## config.mk

```make
export PLATFORM = sky130hd
export DESIGN_NAME = id_ex_stage
export DESIGN_NICKNAME = d
export VERILOG_FILES = /design/src/rtl/pipe_pkg.sv /design/src/rtl/hazard_detect.sv /design/src/rtl/id_ex_stage.sv
export SDC_FILE = /design/constraint.sdc
export NUM_CORES = 1
export LEC_CHECK = 0
export ABC_AREA = 1
export ABC_CLOCK_PERIOD_IN_PS = 4790
export CAP_MARGIN = 10
export CORE_MARGIN = 2
export CORE_UTILIZATION = 34
export CTS_CLUSTER_DIAMETER = 40
export CTS_CLUSTER_SIZE = 14
export DETAILED_ROUTE_END_ITERATION = 16
export PLACE_DENSITY = 0.82
export SKIP_CTS_REPAIR_TIMING = 1
export SYNTH_ARGS = -nofsm -noshare
export SYNTH_HDL_FRONTEND = slang
export SYNTH_SLANG_ARGS = --single-unit
```

## constraint.sdc

```tcl
create_clock -name clk_i -period 4.79 [get_ports clk_i]
set_input_delay 0.958 -clock clk_i [delete_from_list [all_inputs] [get_ports clk_i]]
set_output_delay 0.958 -clock clk_i [all_outputs]
set_load 0.005 [all_outputs]
```

## src/rtl/pipe_pkg.sv

```systemverilog
// Shared pipeline definitions: control-word layout, ALUOp encodings and the bubble constant.
package pipe_pkg;

    localparam int unsigned CTRL_W        = 9;

    localparam int unsigned CTRL_REGWRITE = 8;
    localparam int unsigned CTRL_MEMTOREG = 7;
    localparam int unsigned CTRL_MEMREAD  = 6;
    localparam int unsigned CTRL_MEMWRITE = 5;
    localparam int unsigned CTRL_ALUSRC   = 4;
    localparam int unsigned CTRL_ALUOP_HI = 3;
    localparam int unsigned CTRL_ALUOP_LO = 2;
    localparam int unsigned CTRL_REGDST   = 1;
    localparam int unsigned CTRL_BRANCH   = 0;

    typedef enum logic [1:0] {
        ALUOP_ADD   = 2'b00,
        ALUOP_SUB   = 2'b01,
        ALUOP_FUNCT = 2'b10
    } aluop_e;

    localparam logic [CTRL_W-1:0] CTRL_BUBBLE = '0;

    function automatic logic ctrl_mem_read(input logic [CTRL_W-1:0] ctrl);
        return ctrl[CTRL_MEMREAD];
    endfunction

endpackage

```

## src/rtl/hazard_detect.sv

```systemverilog
// Load-use hazard detection: stalls PC and IF/ID for one cycle when ID reads a pending load target.
module hazard_detect #(
    parameter int unsigned REG_AW = 5
) (
    input  logic              mem_read,
    input  logic [REG_AW-1:0] ex_rt,
    input  logic [REG_AW-1:0] id_rs,
    input  logic [REG_AW-1:0] id_rt,
    input  logic              flush,
    output logic              stall,
    output logic              pc_write,
    output logic              if_id_write
);

    logic hazard;

    always_comb begin
        hazard      = mem_read && (ex_rt != '0) && ((ex_rt == id_rs) || (ex_rt == id_rt));
        // A flushed ID instruction is discarded, so there is nothing to wait for.
        stall       = hazard && !flush;
        pc_write    = !stall;
        if_id_write = !stall;
    end

endmodule

```

## src/rtl/id_ex_stage.sv

```systemverilog
// ID/EX pipeline register with load-use stall and flush bubble insertion.
// Optional STALL_CNT_EN adds a saturating stall counter on StallCount_o.
module id_ex_stage
    import pipe_pkg::*;
#(
    parameter int unsigned DATA_W = 32,
    parameter int unsigned REG_AW = 5,
    parameter int unsigned CNT_W  = 32
) (
    input  logic              clk_i,
    input  logic              rst_n_i,
    input  logic [REG_AW-1:0] IF_ID_RegisterRs,
    input  logic [REG_AW-1:0] IF_ID_RegisterRt,
    input  logic [REG_AW-1:0] IF_ID_RegisterRd,
    input  logic [DATA_W-1:0] RsData_i,
    input  logic [DATA_W-1:0] RtData_i,
    input  logic [DATA_W-1:0] Imm_i,
    input  logic [CTRL_W-1:0] Ctrl_i,
    input  logic              Flush_i,
    output logic [REG_AW-1:0] ID_EX_RegisterRs,
    output logic [REG_AW-1:0] ID_EX_RegisterRt,
    output logic [REG_AW-1:0] ID_EX_RegisterRd,
    output logic [DATA_W-1:0] ID_EX_RsData,
    output logic [DATA_W-1:0] ID_EX_RtData,
    output logic [DATA_W-1:0] ID_EX_Imm,
    output logic [CTRL_W-1:0] ID_EX_Ctrl,
    output logic              PCWrite_o,
    output logic              IF_ID_Write_o,
    output logic              Stall_o
`ifdef STALL_CNT_EN
    ,
    output logic [CNT_W-1:0]  StallCount_o
`endif
);

    if (CNT_W < 1) begin : g_bad_cnt_w
        $error("id_ex_stage: CNT_W must be at least 1");
    end

    logic [1:0] rst_sync;
    logic       rst_n;
    logic       stall;

    // Assert asynchronously, release two edges later in the clk_i domain.
    always_ff @(posedge clk_i or negedge rst_n_i) begin
        if (!rst_n_i) begin
            rst_sync <= '0;
        end else begin
            rst_sync <= {rst_sync[0], 1'b1};
        end
    end

    assign rst_n = rst_sync[1];

    hazard_detect #(
        .REG_AW (REG_AW)
    ) u_hazard_detect (
        .mem_read    (ctrl_mem_read(ID_EX_Ctrl)),
        .ex_rt       (ID_EX_RegisterRt),
        .id_rs       (IF_ID_RegisterRs),
        .id_rt       (IF_ID_RegisterRt),
        .flush       (Flush_i),
        .stall       (stall),
        .pc_write    (PCWrite_o),
        .if_id_write (IF_ID_Write_o)
    );

    assign Stall_o = stall;

    always_ff @(posedge clk_i or negedge rst_n) begin
        if (!rst_n) begin
            ID_EX_RegisterRs <= '0;
            ID_EX_RegisterRt <= '0;
            ID_EX_RegisterRd <= '0;
            ID_EX_RsData     <= '0;
            ID_EX_RtData     <= '0;
            ID_EX_Imm        <= '0;
            ID_EX_Ctrl       <= CTRL_BUBBLE;
        end else begin
            ID_EX_RegisterRs <= IF_ID_RegisterRs;
            ID_EX_RegisterRt <= IF_ID_RegisterRt;
            ID_EX_RegisterRd <= IF_ID_RegisterRd;
            ID_EX_RsData     <= RsData_i;
            ID_EX_RtData     <= RtData_i;
            ID_EX_Imm        <= Imm_i;
            ID_EX_Ctrl       <= (stall || Flush_i) ? CTRL_BUBBLE : Ctrl_i;
        end
    end

`ifdef STALL_CNT_EN
    always_ff @(posedge clk_i or negedge rst_n) begin
        if (!rst_n) begin
            StallCount_o <= '0;
        end else if (stall && (StallCount_o != '1)) begin
            StallCount_o <= StallCount_o + 1'b1;
        end
    end
`endif

endmodule

```

Yosys cells after proc, flatten, opt, wreduce, memory -nomap -nowiden --
Cells that the tools add are included.
Operators by class: eq/ne operators 2, reduce and logical (&&, ||, !) cells 8, mux-type cells 1
Operators by type and width (number):
- $eq A5 B5 Y1 | 2
- $mux W9 | 1
- $reduce_bool A5 Y1 | 1
- $logic_and A1 B1 Y1 | 3
- $logic_not A1 Y1 | 2
- $logic_or A1 B1 Y1 | 2
Storage, ports and cells: word-level logic and storage cells 19, output and inout port bits 123, bits of input ports 123, register bits 122

Logic depth before layout (Yosys ltp) --
Gate-level depths: netlist of the first run.
word-level depth 6, mapped depth 10, mapped depth without buffers 9

Modules after synthesis --
From an unflattened synthesis of the first run, not the netlist that was laid out.
Unflattened totals: cells, all modules 194, area, all modules 3389.5 um2
Modules (own cells, without submodules):
- id_ex_stage | times used 1, area each 3143.0 um2, cells an instance 144, seq. area each 3052.9 um2
- hazard_detect | times used 1, area each 246.5 um2, cells an instance 50, seq. area each 0.0 um2

Worst setup path before layout of the first run --
OpenSTA, ideal clock, no wires.
kind input-to-output, from input port IF_ID_RegisterRs[4], to output port PCWrite_o, setup slack 2189 ps, data required time 3832 ps, path buffers 1, data arrival time 1643 ps, cell stages on the path 10, cell sequence inv_1 > nand2_1 > nand2_1 > nor2_1 > nand3_1 > nand2_1 > nand2_2 > nor2_4 > inv_2 > buf_4
On the way: longest elaborated chain between the ends 5
Ends and longest elaborated chain:
- from (decl) | line id_ex_stage.sv:12 | input logic [REG_AW-1:0] IF_ID_RegisterRs,
- $eq A5 B5 Y1 | line hazard_detect.sv:18 | hazard = mem_read && (ex_rt != '0) && ((ex_rt == id_rs) || (ex_rt == id_rt));
- $logic_or A1 B1 Y1 | line hazard_detect.sv:18
- $logic_and A1 B1 Y1 | line hazard_detect.sv:18
- $logic_and A1 B1 Y1 | line hazard_detect.sv:20 | stall = hazard && !flush;
- net Stall_o | line id_ex_stage.sv:29 | output logic Stall_o
- $logic_not A1 Y1
- to (decl) | line id_ex_stage.sv:27 | output logic PCWrite_o,
The timed path passes the listed nets, and every way through them passes these cells.

Worst setup path after layout of the first run --
from input port IF_ID_RegisterRt[0], to output port Stall_o
On the way: longest elaborated chain between the ends 4
Ends and longest elaborated chain:
- from (decl) | line id_ex_stage.sv:13 | input logic [REG_AW-1:0] IF_ID_RegisterRt,
- $eq A5 B5 Y1 | line hazard_detect.sv:18
- $logic_or A1 B1 Y1 | line hazard_detect.sv:18
- $logic_and A1 B1 Y1 | line hazard_detect.sv:18
- $logic_and A1 B1 Y1 | line hazard_detect.sv:20
- to (decl) | line id_ex_stage.sv:29
No other way between the ends.

==> metrics.cfg, run 1 <==
[power]
finalPower_mw=2.71
p_leak_nw=2.95
max-vdd-ir-drop_mv=0.187
power_density_nw_per_um2=409

[critical_path]
critPathMaxFanout=3
reg2reg_slack_ns=3.21
r2r-end=ID_EX_Imm[3]
crit_chain=clkdlybuf4s50_1 -> nand2_1 -> inv_1 -> nor2_1 -> nor2_1 -> nand3_1 -> nand2_1 -> nand2_2 -> nor2_4 -> clkdlybuf4s50_1
worst-endpoint-arrival_ns=2.60
r2r_start=rst_sync[1]
startpoint_type=input port
endpoint_kind=primary output
crit_type=in2out
cp.required_ns=3.83
crit_family=buffers and inverters
cpMaxStageDelayCell=clkdlybuf4s50_1
worst-path-buf-inv=3
worst_r2r_path_depth=1
critical-path-max-stage-delay_ns=0.51

[worst_hold_path]
hold_path.class=reg2reg
worstHoldStart=rst_sync[0]
hold_end=rst_sync[1]
whs_path_depth=0

[clock_network]
clockRootBuffer=clkbuf_8
cts_sinks=122
cts_buffer_depth=2
cts_tree=done
clock_latency_ns=0.50
cts.clk_slew.worst_paths_ns=0.05
cts_made_buffers=17
h-tree-depth=4

[final_layout]
post-route-util_pct=68.5
n_fill_cell=672
drive_above_1_share_pct=8.03
fin_nets=583
layout_commonest_cell=clkdlybuf4s50_1
final_cell_mix=245 x clkdlybuf4s50_1, 121 x dfrtp_1, 23 x nand2_1
syn_to_final_growth_pct=96.5
diodes=0

[global_routing]
overflow=0
grt_pass1_wl_um=14700
grt_max_degree=73
antenna_found_initial=0
grt_pass1_vias=2639
grtUsageTotal_pct=18.7

[sta]
report.final.hold_viol_count=0
slew_headroom_pct=39.9
min_period_ns=3.56
rsz0062_at_grt=no
fmax_mhz=281
fin_skew_ns=0.00749
fin_ws_ns=1.23
worst_hold_slack_ns=0.358
setup_viol=0
period_share_pct=74.2
drv_slew=0
tightest_slew_ns=0.901
setup_tns_ns=0

[die]
row_count=36
core_um2=9680
fp.dieW_um=104
start_util_pct=34.9
die-area_um2=10700
ioPinCount=246
die_height_um=104

[drt]
drtIter0Drc=76
routedWlPerCell_um=16.0
first_pass_iters=4
wl_met2_um=5370
top_layer=met4
antenna_left=0
drc=0
wirelength_um=9670
m1WireLength_um=3460
wl_met3_um=625
vias=2465
viasPerCell=4.07

[synthesis]
synthCells=197
synth_top_family_by_area=simple AND/OR/NAND/NOR gates
yosysWarnings=0
synthDistinctLibCells=14
synth_top_area_share_pct=90.4
syn_nets=320
seq_area_frac_synth_pct=90.4
synth-compound-area-share_pct=0.148
synth_top_cell_by_area=dfrtp_1
synth_fa_ha_area_share_pct=0
synth_simple_gate_area_share_pct=5.56
synth_mux_area_share_pct=0
synth_area_um2=3380
synthXorXnorAreaFrac_pct=0.519
avgSynthCellArea_um2=17.1
ys_ff_latch=122
synthTopCellsByArea=dfrtp_1 90%, nand2_1 2.6%, inv_1 2.4%

[place]
gp_congestion=0.733
portBuffers=245
pre_cts_slack_ns=1.23
dp_hpwl_um=7450

[job]
cap_violations=0

[status]
outcome=completed

## per-stage QoR
| step | instance area (um^2) | cells |
|---|---|---|
| 2_1_floorplan | 3380 | 197 |
| 3_3_place_gp | 5990 | 574 |
| 3_5_place_dp | 5990 | 574 |
| 4_1_cts | 6630 | 606 |
| 5_1_grt | 6630 | 606 |
| 6_report | 6630 | 606 |
## where the power goes
group	total (mW)	internal, mW	leakage [nW]	switching (mW)
Sequential	1.11	1.08	1.43	0.0284
Combinational	0.248	0.180	1.21	0.0676
Clock	1.35	0.924	0.308	0.428
Total	2.71	2.19	2.95	0.524
## flip-flops by register name, indices dropped and copies added, names as in the netlist
signal,cells
ID_EX_Ctrl,9
ID_EX_RtData,32
ID_EX_RegisterRt,5
ID_EX_RegisterRd,5
ID_EX_Imm,32
ID_EX_RegisterRs,5
rst_sync,2
ID_EX_RsData,32
## cells in the mapped netlist
library cell,count
inv_1,22
xnor2_1,2
o21ai_0,1
conb_1,1
buf_4,2
nor2_1,15
inv_2,3
dfrtp_1,122
nand2_1,23
nor2_4,1
nand2_2,1
nand4_1,1
nand2_4,1
nand3_1,2
## routing by layer
metal | vias up | GRT usage, %
met5 | - | 0
met4 | 0 | 8.40
met3 | 18 | 6.54
met2 | 140 | 34.4
met1 | 1197 | 18.9
li1 | 1110 | -
## worst max-delay path by stage
stage | from | to | slack [ns] | depth (start not counted)
floorplan | rst_sync[1] | ID_EX_Ctrl[0] | 1.14 | 0
global placement | IF_ID_RegisterRs[0] | Stall_o | 1.28 | 10
detailed placement | IF_ID_RegisterRt[1] | Stall_o | 1.23 | 10
CTS | IF_ID_RegisterRt[1] | Stall_o | 1.22 | 10
global route | IF_ID_RegisterRs[0] | Stall_o | 1.09 | 10
finish | IF_ID_RegisterRt[0] | Stall_o | 1.23 | 10
## cells by family after synthesis
kind of cell / Yosys count
DFF: 122
and+or+nand+nor: 44
buffers and inverters: 27
xor gates and xnor gates: 2
AOI/OAI and AO/OA: 1
other: 1
## area by class of cell
| class | instances | area [um^2] | share of cell area [%] |
|---|---|---|---|
| Clock inverter | 11 | 193 | 2.91 |
| Tap cell | 133 | 166 | 2.51 |
| Multi-Input combinational cell | 48 | 214 | 3.23 |
| Clock buffer | 21 | 449 | 6.77 |
| Inverter | 25 | 93.8 | 1.41 |
| Timing Repair Buffer | 246 | 2460 | 37.1 |
| Sequential cell | 122 | 3060 | 46.1 |
No activity file was read; power rests on OpenSTA's default activity.
==> run 2: changes to the inputs <==
ABC_CLOCK_PERIOD_IN_PS = 3000   (was 4790)
CORE_UTILIZATION = 30   (was 34)
PLACE_DENSITY = 0.76   (was 0.82)
clock period = 3 ns   (was 4.79 ns; I/O delays follow)
==> metrics.cfg, run 2 (synthesized netlist as in run 1, its figures left out) <==
[power]
max-vdd-ir-drop_mv=0.312  ; +67%
power_density_nw_per_um2=626  ; +53%
power_frac_comb_pct=9.6  ; +0.5 points
finalPower_mw=4.12  ; +52%
p_leak_nw=2.93  ; -0.63%
power_frac_clock_pct=47.4  ; -2.5 points
p_switching_mw=0.807  ; +54%
p_sw_share_pct=19.6  ; +0.24 points
p_int_mw=3.32  ; +52%
seqPwrFrac_pct=43.0  ; +2.0 points

[drt]
routedWlPerCell_um=15.8  ; -1.1%
antenna_left=0  ; unchanged
drtIter0Drc=95  ; +25%
vias=2460  ; -0.20%
viasPerCell=4.03  ; -1.0%
wirelength_um=9650  ; -0.26%
first_pass_iters=4  ; unchanged
drc=0  ; unchanged

[job]
cap_violations=0  ; unchanged

[die]
die-area_um2=12100  ; +13%
start_util_pct=31.0  ; -3.9 points
die_height_um=110  ; +6.2%
core_um2=10900  ; +12%
fp.dieW_um=110  ; +6.2%
ioPinCount=246  ; unchanged
row_count=38  ; +5.6%

[sta]
slew_headroom_pct=42.6  ; +2.6 points
period_share_pct=95.0
setup_viol=0  ; unchanged
fin_skew_ns=0.00575  ; -0.00174 ns
rsz0062_at_grt=no
tightest_slew_ns=0.861  ; -0.0396 ns
min_period_ns=2.85
worst_hold_slack_ns=0.267  ; -0.0909 ns
fmax_mhz=351
drv_slew=0  ; unchanged
report.final.hold_viol_count=0  ; unchanged
setup_tns_ns=0  ; unchanged

[global_routing]
grt_max_degree=69  ; -5.5%
overflow=0  ; unchanged
grt_pass1_vias=2595  ; -1.7%
antenna_found_initial=0  ; unchanged
grtUsageTotal_pct=16.3  ; -2.4 points
grt_pass1_wl_um=13900  ; -5.5%

[clock_network]
cts_sinks=122  ; unchanged
clock_latency_ns=0.50  ; about the same
clockRootBuffer=clkbuf_8
h-tree-depth=4  ; unchanged
cts_tree=done
cts_made_buffers=17  ; unchanged
cts_buffer_depth=2  ; unchanged
cts.clk_slew.worst_paths_ns=0.05  ; about the same

[critical_path]
crit_start=IF_ID_RegisterRs[0]
worst_r2r_path_depth=9  ; +8
reg2reg_slack_ns=1.73  ; -1.48 ns
cp.required_ns=2.40  ; -1.43 ns
crit_type=in2out
critPathMaxFanout=3  ; unchanged
r2r_start=ID_EX_RegisterRt[1]
worstSetupEndpoint=Stall_o
startpoint_type=input port
endpoint_kind=primary output
worst-endpoint-arrival_ns=2.25  ; -0.35 ns
r2r-end=ID_EX_Ctrl[6]

[final_layout]
syn_to_final_growth_pct=95.0
drive_above_1_share_pct=7.43  ; -0.60 points
layout_commonest_cell=clkdlybuf4s50_1
final_cell_count_no_fill=611  ; +0.83%
final_cell_mix=245 x clkdlybuf4s50_1, 121 x dfrtp_1, 23 x nand2_1
fin_nets=583  ; unchanged
reg_top3=ID_EX_Imm: 32 flops, ID_EX_RsData: 32 flops, ID_EX_RtData: 32 flops
diodes=0  ; unchanged
n_fill_cell=862  ; +28%
fin_area_um2=6580  ; -0.74%

[place]
gp_congestion=0.840  ; +15%
dp_hpwl_um=7660  ; +2.9%
postPlaceCellArea_um2=6010  ; +0.36%
portBuffers=245  ; unchanged
placed_cells=581  ; +1.2%

[worst_hold_path]
hold_path.class=in2async

[status]
outcome=completed

[run 2: worst min-delay path by stage]
stage | cells after the start | slack, ns | from | to
global route | 1 | 0.23 | rst_n_i | rst_sync[1]
finish | 1 | 0.27 | rst_n_i | rst_sync[1]
global placement | 0 | 0.34 | rst_sync[0] | rst_sync[1]
detailed placement | 0 | 0.34 | rst_sync[0] | rst_sync[1]
CTS | 1 | 0.23 | rst_n_i | rst_sync[1]
floorplan | 0 | 0.30 | rst_n_i | rst_sync[0]
[run 2: power by group through the flow]
stage	sequential (mW)	clock (mW)	combinational (mW)
floorplan	1.82	0	0.0272
global placement	1.80	0	0.395
detailed placement	1.81	0	0.401
CTS	1.78	2.01	0.403
global route	1.79	2.10	0.426
finish	1.77	1.95	0.396
[run 2: worst max-delay path, cell delays in order]
cell and delay [ns]:
clkdlybuf4s50_1 0.51, inv_1 0.05, nand2_1 0.05, nand2_1 0.04, nor2_1 0.13, nand3_1 0.09
nand2_1 0.09, nand2_2 0.09, nor2_4 0.10, clkdlybuf4s50_1 0.50
[run 2: layer usage]
metal / global-route usage, % / vias up / part of all wire, %
met3: 8.05 / 18 / 12
met4: 8.86 / 0 / 2.4
met2: 27.3 / 145 / 52
met5: 0 / - / 0
li1: - / 1107 / -
met1: 16.5 / 1190 / 33
[run 2: stage by stage]
stage               util (%)  worst slack [ns]
global placement        55.2             0.142
floorplan                  -             0.965
finish                  60.5             0.151
detailed placement      55.2             0.146
global route            60.5            0.0449
CTS                     60.5             0.130
[run 2: layout make-up]
cell class	instances	area, um^2	area share [%]
Sequential cell	122	3060	46.4
Timing Repair Buffer	246	2470	37.6
Clock buffer	22	453	6.88
Multi-Input combinational cell	48	214	3.25
Tap cell	140	175	2.66
Clock inverter	8	119	1.81
Inverter	25	93.8	1.43
